`src/rtl/fm_seq_pkg.sv`:
```
// Shared types and defaults for the frame-memory cycle sequencer.
// Slot order repeats IV_WR, PROC, OV_RD, PROC.
package fm_seq_pkg;

    typedef enum logic [1:0] {
        SLOT_IVWR   = 2'd0,
        SLOT_PROC_A = 2'd1,
        SLOT_OVRD   = 2'd2,
        SLOT_PROC_B = 2'd3
    } slot_e;

    localparam int SLOT_LEN_DEF = 64;
    localparam int ADV_LEAD_DEF = 4;
    localparam int CNT_W_DEF    = 8;
    localparam int NUM_SLOTS    = 4;

    function automatic slot_e slot_inc(input slot_e s);
        return slot_e'(s + 2'd1);
    endfunction

endpackage

```
`src/rtl/fm_slot_timer.sv`:
```
// Slot counter and slot index for the frame-memory sequencer.
// Also produces the registered look-ahead pulse ADV_LEAD clocks before each slot end.
module fm_slot_timer
    import fm_seq_pkg::*;
#(
    parameter int SLOT_LEN = SLOT_LEN_DEF,
    parameter int ADV_LEAD = ADV_LEAD_DEF,
    parameter int CNT_W    = CNT_W_DEF
) (
    input  logic  clk,
    input  logic  rst,
    input  logic  en,
    output slot_e slot_idx,
    output slot_e slot_nxt,
    output logic  wrap,
    output logic  stp_adv
);

    localparam logic [CNT_W-1:0] CNT_LAST = CNT_W'(SLOT_LEN - 1);
    localparam logic [CNT_W-1:0] CNT_ADV  = CNT_W'(SLOT_LEN - 1 - ADV_LEAD);

    logic [CNT_W-1:0] cnt;
    logic [CNT_W-1:0] cnt_nxt;
    logic             stp_nxt;

    // Everything holds while disabled; the pulse is keyed to the count being entered.
    always_comb begin
        cnt_nxt  = cnt;
        slot_nxt = slot_idx;
        wrap     = 1'b0;
        stp_nxt  = 1'b0;
        if (en) begin
            if (cnt == CNT_LAST) begin
                wrap     = 1'b1;
                cnt_nxt  = '0;
                slot_nxt = slot_inc(slot_idx);
            end else begin
                cnt_nxt = cnt + CNT_W'(1);
            end
            stp_nxt = (cnt_nxt == CNT_ADV);
        end
    end

    always_ff @(posedge clk) begin
        if (rst) begin
            cnt      <= '0;
            slot_idx <= SLOT_IVWR;
            stp_adv  <= 1'b0;
        end else begin
            cnt      <= cnt_nxt;
            slot_idx <= slot_nxt;
            stp_adv  <= stp_nxt;
        end
    end

endmodule

```
`src/rtl/fm_cycle_seq.sv`:
```
// Frame-memory cycle sequencer: slot decode, VSYNC capture and bank-select toggling.
// Banks flip only at the slot-3 to slot-0 wrap so readers always see a fully written bank.
module fm_cycle_seq
    import fm_seq_pkg::*;
#(
    parameter int SLOT_LEN = SLOT_LEN_DEF,
    parameter int ADV_LEAD = ADV_LEAD_DEF,
    parameter int CNT_W    = CNT_W_DEF
) (
    input  logic       CLK,
    input  logic       RST,
    input  logic       VSYNC,
    input  logic       FREEZE,
    input  logic       SEQ_EN,
    output logic       FM_IV_WR_CYCLE,
    output logic       FM_OV_RD_CYCLE,
    output logic       FM_CYCLE_STP_ADV,
    output logic       FRAME_ALT,
    output logic       FRAME_ALT_FRZ,
    output logic [1:0] SLOT_IDX
);

    slot_e slot_idx;
    slot_e slot_nxt;
    logic  wrap;
    logic  vsync_q;
    logic  pend;
    logic  vs_edge;
    logic  toggle;

    fm_slot_timer #(
        .SLOT_LEN (SLOT_LEN),
        .ADV_LEAD (ADV_LEAD),
        .CNT_W    (CNT_W)
    ) u_timer (
        .clk      (CLK),
        .rst      (RST),
        .en       (SEQ_EN),
        .slot_idx (slot_idx),
        .slot_nxt (slot_nxt),
        .wrap     (wrap),
        .stp_adv  (FM_CYCLE_STP_ADV)
    );

    assign SLOT_IDX = slot_idx;
    assign vs_edge  = VSYNC & ~vsync_q;
    assign toggle   = wrap && (slot_idx == SLOT_PROC_B) && pend;

    always_ff @(posedge CLK) begin
        if (RST) begin
            vsync_q        <= 1'b0;
            pend           <= 1'b0;
            FM_IV_WR_CYCLE <= 1'b0;
            FM_OV_RD_CYCLE <= 1'b0;
            FRAME_ALT      <= 1'b0;
            FRAME_ALT_FRZ  <= 1'b0;
        end else begin
            vsync_q        <= VSYNC;
            // Decoded from the slot being entered so it lines up with SLOT_IDX.
            FM_IV_WR_CYCLE <= SEQ_EN && (slot_nxt == SLOT_IVWR);
            FM_OV_RD_CYCLE <= SEQ_EN && (slot_nxt == SLOT_OVRD);
            if (vs_edge) begin
                pend <= 1'b1;
            end else if (toggle) begin
                pend <= 1'b0;
            end
            if (toggle) begin
                FRAME_ALT <= ~FRAME_ALT;
                if (!FREEZE) begin
                    FRAME_ALT_FRZ <= ~FRAME_ALT;
                end
            end
        end
    end

endmodule

```
`config.mk`:
```
export PLATFORM = sky130hd
export DESIGN_NAME = fm_cycle_seq
export DESIGN_NICKNAME = d
export VERILOG_FILES = /design/src/rtl/fm_seq_pkg.sv /design/src/rtl/fm_slot_timer.sv /design/src/rtl/fm_cycle_seq.sv
export SDC_FILE = /design/constraint.sdc
export NUM_CORES = 1
export LEC_CHECK = 0
export CAP_MARGIN = 20
export CORE_MARGIN = 2
export CORE_UTILIZATION = 40
export CTS_CLUSTER_SIZE = 28
export DETAILED_ROUTE_END_ITERATION = 8
export GPL_TIMING_DRIVEN = 0
export SLEW_MARGIN = 10
export SYNTH_ARGS = -nofsm -noshare
export SYNTH_HDL_FRONTEND = slang
export SYNTH_SLANG_ARGS = --single-unit
```
`constraint.sdc`:
```
create_clock -name CLK -period 2.22 [get_ports CLK]
set_clock_uncertainty 0.15 [all_clocks]
set_input_delay 0.666 -clock CLK [delete_from_list [all_inputs] [get_ports CLK]]
set_output_delay 0.666 -clock CLK [all_outputs]
set_load 0.05 [all_outputs]
```
==> results.py <==
metrics = {
    "final_layout": {
        "finalCoreUtilization_pct": 48.4,
        "area_delta_synth_final_pct": 17.4,
        "finalNonFillerCells": 136,
        "inserted_diodes": 0,
        "layout.nets": 117,
        "post_route_cells_drive_above_1_share_pct": 10.2,
    },
    "floorplan": {
        "floorplan.die_area_um2": 2610,
        "horizontal_extent_of_the_die_um": 51.1,
        "floorplan.core_area_um2": 2150,
        "rows": 17,
        "die_h_um": 51.1,
        "initial_utilization_pct": 41.2,
        "num_io_pins": 12,
    },
    "grt": {
        "groute.usage.overall_pct": 15.0,
        "grt_first_pass_wirelength_mm": 2.86,
        "grt_max_degree": 11,
        "grt.overflow.total": 0,
        "grt_antenna_before_repair": 0,
        "grt_pass1_vias": 660,
    },
    "critical_path": {
        "worst_ep_required_time_ps": 1400,
        "timing.critical_path.arrival_ps": 1310,
        "cp_cell_sequence": "dlygate4sd2_1",
        "cp_top_family": "buffers and inverters",
        "setup.worst_path.end_class": "output pin",
        "critical_path_class": "reg2out",
        "critical_path.max_stage_delay_ps": 560,
        "crit_path_start_kind": "register",
        "cp_num_buf_inv": 1,
        "worst_path_max_delay_cell": "dlygate4sd2_1",
        "path_max_fanout": 7,
    },
    "power_and_ir_drop": {
        "share_seq_of_total_power_pct": 60.1,
        "vdd.ir_drop.worst_mv": 0.318,
        "comb_power_share_pct": 7.9,
        "leakage_nw": 0.425,
        "net-switching-power_mw": 0.132,
        "power_density_nw_per_um2": 511,
        "clk_network_pwr_share_pct": 32.0,
        "sw_frac_of_total_pct": 24.9,
        "internal-power_mw": 0.399,
    },
    "timing": {
        "finalCritPeriodShare_pct": 95.7,
        "setup-tns-final_ps": 0,
        "slew_violations": 0,
        "tightestPinTransition_ps": 495,
        "setup_violations_final": 0,
        "report.final.hold_viol_count": 0,
        "fin_crit_ps": 2120,
        "slew_headroom_pct": 67.0,
        "grt_setup_unrepaired": "no",
        "highest_clock_rate_mhz": 471,
    },
    "synth": {
        "average_cell_area_after_synthesis_um2": 9.42,
        "postSynth.topFlopCell": "dfxtp_1",
        "ys_ff_latch": 17,
        "syn_nets": 102,
        "synth_async_sr_flop_share_pct": 0,
        "post_synth_edffs": 0,
        "synth_warnings": 0,
        "post_synth_inst_count": 94,
        "post_synth_instance_area_um2": 886,
        "yosysUniqueCellTypes": 37,
        "ys_seq_area_share_pct": 38.4,
    },
    "status": {
        "outcome": "finished, final reports clean",
    },
    "detailed_routing": {
        "detail_route.vias_per_cell": 5.36,
        "drt_drc_violations_left": 0,
        "wire_per_inst_um": 12.8,
        "drt_iter0_drc": 9,
        "antenna_left": 0,
        "firstDrtPassIters": 4,
        "detailroute.via_count": 729,
        "aggregate_routed_wire_length_mm": 1.74,
    },
    "clock_network": {
        "cts_root_buf": "clkbuf_4",
        "cts-root-to-sink-buffers": 2,
        "cts_sinks": 17,
        "h-tree-depth": 1,
        "post_cts.repair.setup_buffers": 0,
        "cts.reportedPaths.clkPinSlew_ps": 110,
        "cts_buffers": 3,
        "worstSkewPairLatency_ps": 290,
        "cts_tree": "built",
    },
    "placement": {
        "buffer_ports.inserted": 10,
        "routabilityCongestion": 0.788,
        "numPlacedInstances": 132,
        "dp_hpwl_mm": 1.29,
    },
    "flow_run": {
        "cap_viol_max_count": 0,
    },
    "worst_hold_path": {
        "min-delay-path-class": "in2reg",
    },
}
-- state kept, by name (all words and copies together) (netlist names) --
register          count
u_timer.cnt           8
u_timer.slot_idx      2
FM_IV_WR_CYCLE        1
FM_OV_RD_CYCLE        1
FRAME_ALT             1
FRAME_ALT_FRZ         1
pend                  1
u_timer.stp_adv       1
vsync_q               1
-- cells by family after synthesis --
family	after synthesis	share of synthesized area, %
AOI/OAI and AO/OA	13	10.7
muxes	5	5.79
xor gates and xnor gates	5	4.94
buffers and inverters	7	5.51
DFF	17	38.4
and+or+nand+nor	44	30.4
adders and majority gates	3	4.24
-- area by class of cell --
| cell class | count | area (um^2) |
|---|---|---|
| tap | 28 | 35.0 |
| inverter | 3 | 11.3 |
| fill | 234 | 1110 |
| sequential | 17 | 340 |
| buffer | 4 | 37.5 |
| clock inverter | 1 | 5.00 |
| clock buffer | 3 | 22.5 |
| timing repair buffer | 10 | 91.3 |
| multi-input combinational | 70 | 497 |
-- final timing paths --
path / from / slack (ps) / endpoint / cells after the start
setup / recovery: u_timer.slot_idx[0]$_SDFF_PP0_ / 100 / SLOT_IDX[0] / 1
hold / removal: RST / 400 / vsync_q$_SDFF_PP0_ / 2
setup reg to reg: u_timer.cnt[1]$_SDFFE_PP0P_ / 260 / FRAME_ALT_FRZ$_SDFFE_PP0P_ / 6
hold reg to reg: u_timer.slot_idx[0]$_SDFF_PP0_ / 410 / FM_OV_RD_CYCLE$_SDFF_PP0_ / 2
-- per-stage QoR --
step | hold slack [ps] | power [mW] | area, um^2 | worst slack [ps]
2_1_floorplan | 355 | 0.353 | 886 | 430
3_3_place_gp | 377 | 0.368 | 1020 | -3.73
3_5_place_dp | 391 | 0.370 | 1020 | -1.66
4_1_cts | 404 | 0.535 | 1040 | 79.0
5_1_grt | 421 | 0.549 | 1040 | 41.8
6_report | 404 | 0.531 | 1040 | 95.5
-- synthesized netlist by cell type (all sizes together) (2+ instances only) --
master,number,area (um^2)
nand4b,2,17.5
xor2,3,26.3
nand2b,2,12.5
inv,3,11.3
nand3,2,10.0
buf,3,33.8
xnor2,2,17.5
a21oi,4,20.0
and2b,2,16.3
a311oi,2,17.5
nand2,3,11.3
nor2b,3,18.8
nand4,3,18.8
mux2i,4,40.0
or3b,2,17.5
dfxtp,17,340
ha,3,37.5
nor2,11,41.3
nand3b,5,37.5
and3,3,18.8
-- cell usage in the layout (no fill, tap or decap), drive strengths merged, types with 3 or more instances in the layout --
cell / count
dfxtp: 17
nor2: 11
dlygate4sd2: 7
nand3b: 5
mux2i: 4
a21oi: 4
clkbuf: 4
inv: 3
nand2: 3
and3: 3
nand4: 3
buf: 3
xor2: 3
nor2b: 3
ha: 3
clkdlybuf4s50: 3
-- power groups by stage --
stage	registers (mW)	logic, mW	clock network [mW]
global route	0.320	0.0471	0.181
global placement	0.326	0.0423	0
finish	0.319	0.0421	0.170
floorplan	0.328	0.0255	0
CTS	0.319	0.0427	0.173
detailed placement	0.326	0.0433	0
-- layer usage --
layer / share of wire (%) / vias to the layer above / GRT usage [%]
li1: - / 370 / -
met1: 47 / 351 / 17.4
met2: 50 / 6 / 26.0
met3: 2.1 / 2 / 2.63
met4: 0.98 / 0 / 8.11
met5: 0 / - / 0
-- timing repair --
action,in CTS,in global routing
hold buffers,0,0
gates resized for setup,7,0
endpoints found under the setup margin,7,0
No activity file was read; power rests on OpenSTA's default activity.
